**config.mk**
```make
export PLATFORM = sky130hd
export DESIGN_NAME = acs_butterfly_pipe_flat
export DESIGN_NICKNAME = d
export VERILOG_FILES = /design/src/rtl/acs_butterfly_pipe_pkg.sv /design/src/rtl/acs_butterfly_pipe_if.sv /design/src/rtl/acs_butterfly_pipe_branch_metric_unit.sv /design/src/rtl/acs_butterfly_pipe.sv /design/src/flat_wrapper.sv
export SDC_FILE = /design/constraint.sdc
export NUM_CORES = 1
export LEC_CHECK = 0
export BUFFER_PORTS_ARGS = -buffer_cell sky130_fd_sc_hd__buf_2
export CAP_MARGIN = 10
export CELL_PAD_IN_SITES_DETAIL_PLACEMENT = 0
export CELL_PAD_IN_SITES_GLOBAL_PLACEMENT = 1
export CORE_ASPECT_RATIO = 1.2
export CORE_MARGIN = 4
export CORE_UTILIZATION = 40
export DETAILED_ROUTE_END_ITERATION = 8
export PLACE_DENSITY = 0.86
export SYNTH_ARGS = -nofsm -noshare
export SYNTH_HDL_FRONTEND = slang
export SYNTH_SLANG_ARGS = --single-unit
```
**constraint.sdc**
```tcl
create_clock -name CLK -period 8.3 [get_ports CLK]
set_input_delay 0 -clock CLK [delete_from_list [all_inputs] [get_ports CLK]]
set_output_delay 0 -clock CLK [all_outputs]
set_load 0.02 [all_outputs]
```
**src/rtl/acs_butterfly_pipe_pkg.sv**
```systemverilog
// Shared constants and helpers for the Viterbi ACS butterfly slice.
// Provides the default widths, the survivor-decision encoding and the
// branch-metric offset K = 2^SW. The offset keeps branch metrics unsigned.
package viterbi_pkg;

  localparam int SW_DEF       = 8;
  localparam int MW_DEF       = 12;
  localparam int HIST_LEN_DEF = 8;

  localparam logic DEC_FROM_A = 1'b0;
  localparam logic DEC_FROM_B = 1'b1;

  // Offset added to both branch metrics so they never go negative.
  function automatic int unsigned bm_offset(input int unsigned sw);
    return 32'd1 << sw;
  endfunction

endpackage

```
**src/rtl/acs_butterfly_pipe_if.sv**
```systemverilog
// Butterfly data bus: input symbols/metrics/histories and output metrics,
// histories and decisions.
//   master : drives in_valid, r0, r1, pm_a, pm_b, hist_a, hist_b
//            (+ erase0/erase1 when SYMBOL_ERASE_EN is defined).
//   slave  : drives out_valid, pm_p, pm_q, hist_p, hist_q, dec_p, dec_q, norm.
// Optional macro: SYMBOL_ERASE_EN adds the per-symbol erasure flags.
interface acs_butterfly_pipe_if
  import viterbi_pkg::*;
#(
  parameter int SW       = SW_DEF,
  parameter int MW       = MW_DEF,
  parameter int HIST_LEN = HIST_LEN_DEF
);

  logic                in_valid;
  logic signed [SW-1:0] r0;
  logic signed [SW-1:0] r1;
  logic [MW-1:0]       pm_a;
  logic [MW-1:0]       pm_b;
  logic [HIST_LEN-1:0] hist_a;
  logic [HIST_LEN-1:0] hist_b;
`ifdef SYMBOL_ERASE_EN
  logic                erase0;
  logic                erase1;
`endif

  logic                out_valid;
  logic [MW-1:0]       pm_p;
  logic [MW-1:0]       pm_q;
  logic [HIST_LEN-1:0] hist_p;
  logic [HIST_LEN-1:0] hist_q;
  logic                dec_p;
  logic                dec_q;
  logic                norm;

  modport master (
    output in_valid, r0, r1, pm_a, pm_b, hist_a, hist_b,
`ifdef SYMBOL_ERASE_EN
    output erase0, erase1,
`endif
    input  out_valid, pm_p, pm_q, hist_p, hist_q, dec_p, dec_q, norm
  );

  modport slave (
    input  in_valid, r0, r1, pm_a, pm_b, hist_a, hist_b,
`ifdef SYMBOL_ERASE_EN
    input  erase0, erase1,
`endif
    output out_valid, pm_p, pm_q, hist_p, hist_q, dec_p, dec_q, norm
  );

endinterface

```
**src/rtl/acs_butterfly_pipe_branch_metric_unit.sv**
```systemverilog
// Stage-1 branch-metric unit.
// Computes bm00 = K - r0 - r1 and bm11 = K + r0 + r1 (K = 2^SW) and
// registers them when i_en is high; holds otherwise.
// Ports: CLK, RST (sync, active-high), i_en, i_r0, i_r1,
//        [i_erase0, i_erase1 with SYMBOL_ERASE_EN], o_bm00, o_bm11.
// Optional macro: SYMBOL_ERASE_EN forces an erased symbol to 0.
module branch_metric_unit
  import viterbi_pkg::*;
#(
  parameter int SW = SW_DEF
) (
  input  logic                 CLK,
  input  logic                 RST,
  input  logic                 i_en,
  input  logic signed [SW-1:0] i_r0,
  input  logic signed [SW-1:0] i_r1,
`ifdef SYMBOL_ERASE_EN
  input  logic                 i_erase0,
  input  logic                 i_erase1,
`endif
  output logic [SW+1:0]        o_bm00,
  output logic [SW+1:0]        o_bm11
);

  localparam logic [SW+1:0] C_K = (SW+2)'(bm_offset(SW));

  logic [SW+1:0] w_s0;
  logic [SW+1:0] w_s1;
  logic [SW+1:0] w_bm00;
  logic [SW+1:0] w_bm11;
  logic [SW+1:0] r_bm00;
  logic [SW+1:0] r_bm11;

  // Sign-extend to SW+2 bits; modular arithmetic then yields the exact
  // unsigned results in 0..2^(SW+1).
`ifdef SYMBOL_ERASE_EN
  assign w_s0 = i_erase0 ? '0 : {{2{i_r0[SW-1]}}, i_r0};
  assign w_s1 = i_erase1 ? '0 : {{2{i_r1[SW-1]}}, i_r1};
`else
  assign w_s0 = {{2{i_r0[SW-1]}}, i_r0};
  assign w_s1 = {{2{i_r1[SW-1]}}, i_r1};
`endif

  assign w_bm00 = C_K - w_s0 - w_s1;
  assign w_bm11 = C_K + w_s0 + w_s1;

  always_ff @(posedge CLK) begin
    if (RST) begin
      r_bm00 <= '0;
      r_bm11 <= '0;
    end else if (i_en) begin
      r_bm00 <= w_bm00;
      r_bm11 <= w_bm11;
    end
  end

  assign o_bm00 = r_bm00;
  assign o_bm11 = r_bm11;

endmodule

```
**src/rtl/acs_butterfly_pipe.sv**
```systemverilog
// Two-stage pipelined add-compare-select butterfly for a rate-1/2
// soft-decision Viterbi decoder.
// Stage 1: branch metrics plus registered old metrics/histories.
// Stage 2: ACS for states P and Q, joint normalization, history update.
// Ports: CLK, RST (sync, active-high), bus (acs_butterfly_pipe_if.slave).
// Optional macro: SYMBOL_ERASE_EN (erasure flags on the bus).
module acs_butterfly_pipe
  import viterbi_pkg::*;
#(
  parameter int SW       = SW_DEF,
  parameter int MW       = MW_DEF,
  parameter int HIST_LEN = HIST_LEN_DEF
) (
  input logic                 CLK,
  input logic                 RST,
  acs_butterfly_pipe_if.slave bus
);

  if (MW < SW + 4) begin : g_bad_mw
    $error("acs_butterfly_pipe: MW must be at least SW+4");
  end
  if (HIST_LEN < 2) begin : g_bad_hist
    $error("acs_butterfly_pipe: HIST_LEN must be at least 2");
  end

  localparam logic [MW:0] C_HALF = (MW+1)'(1) << (MW - 1);

  logic [SW+1:0]       w_bm00;
  logic [SW+1:0]       w_bm11;

  logic                r_s1_valid;
  logic [MW-1:0]       r_pm_a;
  logic [MW-1:0]       r_pm_b;
  // The history MSB shifts out in stage 2, so it is never stored.
  logic [HIST_LEN-2:0] r_hist_a;
  logic [HIST_LEN-2:0] r_hist_b;

  logic [MW:0]         w_bm00_x;
  logic [MW:0]         w_bm11_x;
  logic [MW:0]         w_pa;
  logic [MW:0]         w_pb;
  logic [MW:0]         w_qa;
  logic [MW:0]         w_qb;
  logic                w_dec_p;
  logic                w_dec_q;
  logic [MW:0]         w_win_p;
  logic [MW:0]         w_win_q;
  logic                w_norm;
  logic [MW:0]         w_res_p;
  logic [MW:0]         w_res_q;
  logic [HIST_LEN-1:0] w_hist_p;
  logic [HIST_LEN-1:0] w_hist_q;

  logic                r_out_valid;
  logic [MW-1:0]       r_pm_p;
  logic [MW-1:0]       r_pm_q;
  logic [HIST_LEN-1:0] r_hist_p;
  logic [HIST_LEN-1:0] r_hist_q;
  logic                r_dec_p;
  logic                r_dec_q;
  logic                r_norm;

  branch_metric_unit #(.SW(SW)) u_bmu (
    .CLK      (CLK),
    .RST      (RST),
    .i_en     (bus.in_valid),
    .i_r0     (bus.r0),
    .i_r1     (bus.r1),
`ifdef SYMBOL_ERASE_EN
    .i_erase0 (bus.erase0),
    .i_erase1 (bus.erase1),
`endif
    .o_bm00   (w_bm00),
    .o_bm11   (w_bm11)
  );

  always_ff @(posedge CLK) begin
    if (RST) begin
      r_s1_valid <= 1'b0;
      r_pm_a     <= '0;
      r_pm_b     <= '0;
      r_hist_a   <= '0;
      r_hist_b   <= '0;
    end else begin
      r_s1_valid <= bus.in_valid;
      if (bus.in_valid) begin
        r_pm_a   <= bus.pm_a;
        r_pm_b   <= bus.pm_b;
        r_hist_a <= bus.hist_a[HIST_LEN-2:0];
        r_hist_b <= bus.hist_b[HIST_LEN-2:0];
      end
    end
  end

  assign w_bm00_x = (MW+1)'(w_bm00);
  assign w_bm11_x = (MW+1)'(w_bm11);

  assign w_pa = {1'b0, r_pm_a} + w_bm00_x;
  assign w_pb = {1'b0, r_pm_b} + w_bm11_x;
  assign w_qa = {1'b0, r_pm_a} + w_bm11_x;
  assign w_qb = {1'b0, r_pm_b} + w_bm00_x;

  // Strict compare: a tie keeps the A path.
  assign w_dec_p = (w_pb < w_pa) ? DEC_FROM_B : DEC_FROM_A;
  assign w_dec_q = (w_qb < w_qa) ? DEC_FROM_B : DEC_FROM_A;

  assign w_win_p = (w_dec_p == DEC_FROM_B) ? w_pb : w_pa;
  assign w_win_q = (w_dec_q == DEC_FROM_B) ? w_qb : w_qa;

  // Normalize only when both survivors sit in the upper half, so the
  // relative metric difference is preserved across the pair.
  assign w_norm  = (w_win_p >= C_HALF) && (w_win_q >= C_HALF);
  assign w_res_p = w_norm ? (w_win_p - C_HALF) : w_win_p;
  assign w_res_q = w_norm ? (w_win_q - C_HALF) : w_win_q;

  assign w_hist_p = (w_dec_p == DEC_FROM_B) ? {r_hist_b, w_dec_p} : {r_hist_a, w_dec_p};
  assign w_hist_q = (w_dec_q == DEC_FROM_B) ? {r_hist_b, w_dec_q} : {r_hist_a, w_dec_q};

  always_ff @(posedge CLK) begin
    if (RST) begin
      r_out_valid <= 1'b0;
      r_pm_p      <= '0;
      r_pm_q      <= '0;
      r_hist_p    <= '0;
      r_hist_q    <= '0;
      r_dec_p     <= 1'b0;
      r_dec_q     <= 1'b0;
      r_norm      <= 1'b0;
    end else begin
      r_out_valid <= r_s1_valid;
      if (r_s1_valid) begin
        // MW >= SW+4 guarantees the dropped top bit is always zero here.
        r_pm_p   <= MW'(w_res_p);
        r_pm_q   <= MW'(w_res_q);
        r_hist_p <= w_hist_p;
        r_hist_q <= w_hist_q;
        r_dec_p  <= w_dec_p;
        r_dec_q  <= w_dec_q;
        r_norm   <= w_norm;
      end
    end
  end

  assign bus.out_valid = r_out_valid;
  assign bus.pm_p      = r_pm_p;
  assign bus.pm_q      = r_pm_q;
  assign bus.hist_p    = r_hist_p;
  assign bus.hist_q    = r_hist_q;
  assign bus.dec_p     = r_dec_p;
  assign bus.dec_q     = r_dec_q;
  assign bus.norm      = r_norm;

endmodule
```
**src/flat_wrapper.sv**
```systemverilog
// flat-port wrapper written by rule: the top's interface ports become plain ports
module acs_butterfly_pipe_flat import viterbi_pkg::*;
#(
  parameter int SW       = SW_DEF,
  parameter int MW       = MW_DEF,
  parameter int HIST_LEN = HIST_LEN_DEF
)
  (CLK, RST, bus_in_valid, bus_r0, bus_r1, bus_pm_a, bus_pm_b, bus_hist_a, bus_hist_b, bus_out_valid, bus_pm_p, bus_pm_q, bus_hist_p, bus_hist_q, bus_dec_p, bus_dec_q, bus_norm);
  acs_butterfly_pipe_if #(.SW(SW), .MW(MW), .HIST_LEN(HIST_LEN)) bus_i ();
  input logic CLK;
  input logic RST;
  input wire logic [$bits(bus_i.in_valid)-1:0] bus_in_valid;
  input wire logic [$bits(bus_i.r0)-1:0] bus_r0;
  input wire logic [$bits(bus_i.r1)-1:0] bus_r1;
  input wire logic [$bits(bus_i.pm_a)-1:0] bus_pm_a;
  input wire logic [$bits(bus_i.pm_b)-1:0] bus_pm_b;
  input wire logic [$bits(bus_i.hist_a)-1:0] bus_hist_a;
  input wire logic [$bits(bus_i.hist_b)-1:0] bus_hist_b;
  output wire logic [$bits(bus_i.out_valid)-1:0] bus_out_valid;
  output wire logic [$bits(bus_i.pm_p)-1:0] bus_pm_p;
  output wire logic [$bits(bus_i.pm_q)-1:0] bus_pm_q;
  output wire logic [$bits(bus_i.hist_p)-1:0] bus_hist_p;
  output wire logic [$bits(bus_i.hist_q)-1:0] bus_hist_q;
  output wire logic [$bits(bus_i.dec_p)-1:0] bus_dec_p;
  output wire logic [$bits(bus_i.dec_q)-1:0] bus_dec_q;
  output wire logic [$bits(bus_i.norm)-1:0] bus_norm;
  assign bus_i.in_valid = bus_in_valid;
  assign bus_i.r0 = bus_r0;
  assign bus_i.r1 = bus_r1;
  assign bus_i.pm_a = bus_pm_a;
  assign bus_i.pm_b = bus_pm_b;
  assign bus_i.hist_a = bus_hist_a;
  assign bus_i.hist_b = bus_hist_b;
  assign bus_out_valid = bus_i.out_valid;
  assign bus_pm_p = bus_i.pm_p;
  assign bus_pm_q = bus_i.pm_q;
  assign bus_hist_p = bus_i.hist_p;
  assign bus_hist_q = bus_i.hist_q;
  assign bus_dec_p = bus_i.dec_p;
  assign bus_dec_q = bus_i.dec_q;
  assign bus_norm = bus_i.norm;
  acs_butterfly_pipe #(.SW(SW), .MW(MW), .HIST_LEN(HIST_LEN)) u_core (.CLK(CLK), .RST(RST), .bus(bus_i));
endmodule
```
== Yosys cells after proc, flatten, opt, wreduce, memory -nomap -nowiden ==
Index checks and enable logic that the tools add are counted.

* Add/subtract/negate cells: 10
* Multipliers: 0
* Div/mod/pow operators: 0
* Order comparisons: 4
* Equal/unequal tests: 0
* Shifts and indexed selects: 0
* Multiplexer cells: 8
* Bitwise operators: 0
* Reduce and logical (&&, ||, !) cells: 1

{| class="wikitable"
|+ Operators by type and width
! kind !! number
|-
| adder 12 x 10 -> 13 bit || 4
|-
| >= comparator 13 x 12 -> 1 bit (second input constant) || 2
|-
| less-than comparator 13 bit || 2
|-
| 2-to-1 mux 13 bit || 2
|-
| 2-to-1 mux 12 bit || 2
|-
| subtractor 12 bit (second input constant) || 2
|-
| 2-to-1 mux 8 bit || 2
|-
| adder 10 bit || 1
|-
| adder 9 x 10 -> 10 bit (first input constant) || 1
|-
| subtractor 10 bit || 1
|-
| subtractor 9 x 10 -> 10 bit (first input constant) || 1
|-
| 2-to-1 mux 1 bit || 2
|-
| logical AND 1 bit || 1
|}

* Register bits: 103
* Bits in latches: 0
* Memory bits (writable): 0
* ROM bits: 0
* Bits of input ports: 59
* Output and inout port bits: 44
* Memories kept: 0

== Depth between registers and ports, before layout ==
* Depth in word-level cells: 7
* Mapped depth: 20
* Mapped depth without buffers: 18

== Modules after synthesis ==
From an unflattened synthesis, not the netlist that was laid out.

* Cells, all modules: 855
* Area, all modules: 7,235.7 um^2

{| class="wikitable"
|+ By module, submodules not included
! module !! instances !! cells an instance !! area an instance (um^2) !! seq. area each (um^2)
|-
| acs_butterfly_pipe || 1 || 677 || 5,683.0 || 1,621.6
|-
| branch_metric_unit || 1 || 178 || 1,552.7 || 380.4
|}

== Worst setup path before layout ==
No wires, ideal clock.

* Kind: reg2reg
* Start: register u_core.u_bmu.r_bm00[0] (netlist: u_core.u_bmu.o_bm00[0])
* End: register u_core.r_pm_p[1] (netlist: u_core.bus.pm_p[1])
* Library setup time: 128 ps
* Arrival time: 3,649 ps
* Path slack: 4,523 ps
* Cell stages (with the launch flop): 18
* Buffers on the path: 2
* Path through: dfxtp_1 -> ha_1 -> fa_1 -> a211oi_1 -> nor2_1 -> o21a_1 -> nor2_1 -> xnor2_1 -> ha_1 -> a21o_1 -> a221oi_1 -> o211ai_1 -> a21oi_1 -> buf_2 -> clkbuf_1 -> o21ai_0 -> mux2i_1 -> nor2_1

* Cells in the longest elaborated chain, start to end: 7
* Elaborated cells between the ends (all ways): 13

{| class="wikitable"
|+ Ends and longest elaborated chain
! item !! RTL line !! RTL
|-
| from (decl) || acs_butterfly_pipe_branch_metric_unit.sv:31 || <nowiki>logic [SW+1:0] r_bm00;</nowiki>
|-
| from (signal assigned) || acs_butterfly_pipe_branch_metric_unit.sv:52 || <nowiki>r_bm00 <= w_bm00;</nowiki>
|-
| adder 12 x 10 -> 13 bit (on tied branches) || acs_butterfly_pipe.sv:98, acs_butterfly_pipe.sv:101 ||
|-
| less-than comparator 13 bit (on tied branches) || acs_butterfly_pipe.sv:104, acs_butterfly_pipe.sv:105 ||
|-
| 2-to-1 mux 1 bit (on tied branches) || acs_butterfly_pipe.sv:104, acs_butterfly_pipe.sv:105 ||
|-
| 2-to-1 mux 13 bit (on tied branches) || acs_butterfly_pipe.sv:107, acs_butterfly_pipe.sv:108 ||
|-
| >= comparator 13 x 12 -> 1 bit || acs_butterfly_pipe.sv:112 || <nowiki>assign w_norm = (w_win_p >= C_HALF) && (w_win_q >= C_HALF);</nowiki>
|-
| logical AND 1 bit || acs_butterfly_pipe.sv:112 ||
|-
| 2-to-1 mux 12 bit (*) || acs_butterfly_pipe.sv:113 || <nowiki>assign w_res_p = w_norm ? (w_win_p - C_HALF) : w_win_p;</nowiki>
|-
| to (signal assigned) || acs_butterfly_pipe.sv:133 || <nowiki>r_pm_p <= MW'(w_res_p);</nowiki>
|-
| to (decl) || acs_butterfly_pipe.sv:55 || <nowiki>logic [MW-1:0] r_pm_p;</nowiki>
|}

Mark *: on every way between the ends. The rest lies on a longest branch, timed or not.
A chain may end at the register's enable or synchronous reset.

== Worst setup path in the final report ==
* Start: register u_core.u_bmu.r_bm00[0] (netlist: u_core.u_bmu.o_bm00[0])
* End: register u_core.r_pm_p[11] (netlist: u_core.bus.pm_p[11])

Same word-level chain as after synthesis.

==> results.toml <==
[synth]
synthTopCellsByArea = "dfxtp_1 (29%), ha_1 (16%), mux2i_1 (11%), nor2_1 (7.3%), xnor2_1 (3.4%)"
yosysSeqAreaShare_pct = 28.5
syn_avg_cell_area_um2 = 8.59
synthArstFlopShare_pct = 0
synth_nets = 973
netlist.area_leader.share_pct = 28.5
netlist_area_um2 = 7020
synthFlopType = "dfxtp_1"
ys_seq_elements = 100
synth_edf_count = 0
yosysTopAreaCell = "dfxtp_1"
synthDistinctLibCells = 59
netlist_instances = 817
yosysWarnings = 0

[floorplanning]
fp.dieW_um = 129
dieArea_um2 = 19700
row_count = 52
die_h_um = 153
core_region_area_um2 = 17000
ios = 103
start_util_pct = 41.2

[critical_path]
critPathMaxFanout = 30
worstPathCellList = "ha_1, fa_1, a211oi_1, o21ai_0, a41oi_1, xnor2_1, ha_1, a21o_1, a21oi_1, nor3b_1, a21o_1, buf_4, a221o_1, a22o_1, mux2_2, a211oi_2"
critical_path.top_delay_family = "compound AO/OA/AOI/OAI gates"
cp-end-kind = "flip-flop"
crit_arrival_ns = 4.62
required_ns = 8.58
max_stage_delay_ns = 0.45
slowest_stage = "fa_1"
critPathBufInv = 1
cp-start-kind = "flip-flop"
worstSetupPathType = "flip-flop to flip-flop"

[final_layout]
layout_common_cells = "nor2_1 (137), buf_2 (100), dfxtp_1 (99), ha_1 (91), mux2i_1 (74)"
final_layout_size_suffix_gt1_share_pct = 14.9
final_nets = 1090
mostFrequentLayoutCell = "nor2_1"
n_antenna_cell = 0
area_growth_pct = 19.2
final_area_um2 = 8370

[placed_design]
dpl_cell_area_um2 = 7680
place_congestion = 0.906
io_buffer_count = 100
dp_hpwl_mm = 13.0

[timing]
max_freq_ghz = 0.230
fin_crit_ns = 4.34
tightest_slew_ns = 0.897
rsz0062_at_grt = "no"
slew_headroom_pct = 40.2
setup_tns_ns = 0
drv_slew = 0
setup_viol = 0
skew_ns = 0.00971
finalCritPeriodShare_pct = 52.3
hold_viol_final = 0

[routing]
ant_nets = 0
drtIter0Drc = 420
wl_mm = 16.9
wl_per_cell_um = 14.6
remaining_drc_errors = 0
firstDrtPassIters = 5
avgViaCountPerCell = 5.17
via_count = 5967

[global_route]
grt_pass1_wl_mm = 28.5
grt_pass1_vias = 5761
antenna_found_initial = 0
grt_max_degree = 72
overflow = 0
grt_usage_pct = 17.5

[clock_network]
cts_buffer_depth = 2
ctsHoldBuffers = 38
clkTransAtPathRegs_ns = 0.08
cts_buffers = 9
clock_latency_ns = 0.35
htree_num_levels = 3
clockRootBuffer = "clkbuf_16"
post-cts-setup-buffers = 0
cts_repair_resize_count = 0
cts_tree = "built"
cts_sinks = 100

[power_and_ir_drop]
power_density_nw_per_um2 = 178
leakage_nw = 4.06
ir_drop_mv = 0.103

[job]
drv_cap = 0

[run_status]
outcome = "completed"

[worst_hold_path]
hold_class = "input port to flip-flop"
==> per-stage QoR <==
stage	setup WS [ns]	cells	total power, mW	utilization, %	hold slack, ns
2_1_floorplan	4.52	817	0.930	-	0.147
3_3_place_gp	4.00	1101	1.05	45.1	0.233
3_5_place_dp	3.97	1101	1.06	45.1	0.244
4_1_cts	3.94	1155	1.50	49.1	0.117
5_1_grt	3.58	1155	1.59	49.1	0.160
6_report	3.96	1155	1.49	49.1	0.114
==> synth_stat cells, drive strengths merged (2+ instances only) <==
cell / count
nor2: 137
a21o: 19
a211o: 2
and2: 6
or2: 7
ha: 91
o21ai: 36
dfxtp: 100
xor2: 15
o22ai: 2
o21a: 8
o311a: 4
mux2: 4
buf: 10
nand3: 12
nor2b: 11
a21oi: 42
nand4: 3
o21bai: 5
and3: 8
fa: 6
nand2: 32
nor3b: 2
a221oi: 2
clkbuf: 27
nor4: 4
o31a: 3
a41oi: 3
a21boi: 2
a221o: 2
xnor2: 27
mux2i: 74
inv: 41
a211oi: 31
nor3: 8
o211ai: 7
nand2b: 8
==> layout make-up <==
type	instances	area [um2]
clock buffers	9	225
fillers	1628	8680
inverters	41	154
clock inverters	7	77.6
well taps	216	270
multi-input cells	639	4720
flip-flops and latches	100	2000
repair buffers	143	918
==> cells by family after synthesis <==
logic type,synth area share [%]
AOI/OAI and AO/OA,17.3
xor gates and xnor gates,5.24
adders and majority gates,17.9
buffers and inverters,4.31
DFF,28.5
muxes,11.2
and+or+nand+nor,15.5
==> worst paths after layout <==
| path | start | endpoint | slack [ns] | cells after the start |
|---|---|---|---|---|
| setup / recovery | u_core.u_bmu.o_bm00[0]$_SDFFE_PP0P_ | u_core.bus.pm_p[11]$_SDFFE_PP0P_ | 3.96 | 16 |
| hold / removal | RST | u_core.u_bmu.o_bm11[9]$_SDFFE_PP0P_ | 0.11 | 2 |
| setup reg to reg | u_core.u_bmu.o_bm00[0]$_SDFFE_PP0P_ | u_core.bus.pm_p[11]$_SDFFE_PP0P_ | 3.96 | 16 |
| hold reg to reg | u_core.bus.pm_p[2]$_SDFFE_PP0P_ | u_core.bus.pm_p[2]$_SDFFE_PP0P_ | 0.48 | 2 |
==> routing by layer <==
| layer | global-route usage (%) | up-vias | wire length (um) |
|---|---|---|---|
| li1 | - | 3123 | - |
| met1 | 25.3 | 2724 | 8480 |
| met2 | 27.5 | 110 | 7590 |
| met3 | 2.20 | 10 | 669 |
| met4 | 4.15 | 0 | 166 |
| met5 | 0 | - | 0 |
==> where the power goes <==
group / internal (mW) / total, mW / switching [mW] / leakage, nW
Clock: 0.215 / 0.424 / 0.209 / 0.146
Sequential: 0.517 / 0.549 / 0.0326 / 0.824
Combinational: 0.221 / 0.514 / 0.293 / 3.09
Total: 0.953 / 1.49 / 0.534 / 4.06
==> state kept, by name, summed over array words and instances (netlist names), 8 cells and up <==
| signal | count |
|---|---|
| u_core.bus.hist_p | 8 |
| u_core.r_pm_b | 12 |
| u_core.bus.hist_q | 8 |
| u_core.bus.pm_p | 12 |
| u_core.r_pm_a | 12 |
| u_core.u_bmu.o_bm11 | 9 |
| u_core.u_bmu.o_bm00 | 10 |
| u_core.bus.pm_q | 12 |
==> worst register-to-register path, cell delays in order (launching register included) <==
cell and delay [ns]:
dfxtp_1 0.34, ha_1 0.28, fa_1 0.45, a211oi_1 0.31
o21ai_0 0.22, a41oi_1 0.37, xnor2_1 0.14, ha_1 0.32
a21o_1 0.11, a21oi_1 0.07, nor3b_1 0.14, a21o_1 0.19
buf_4 0.25, a221o_1 0.32, a22o_1 0.26, mux2_2 0.30
a211oi_2 0.20
No activity file was read; power rests on OpenSTA's default activity.
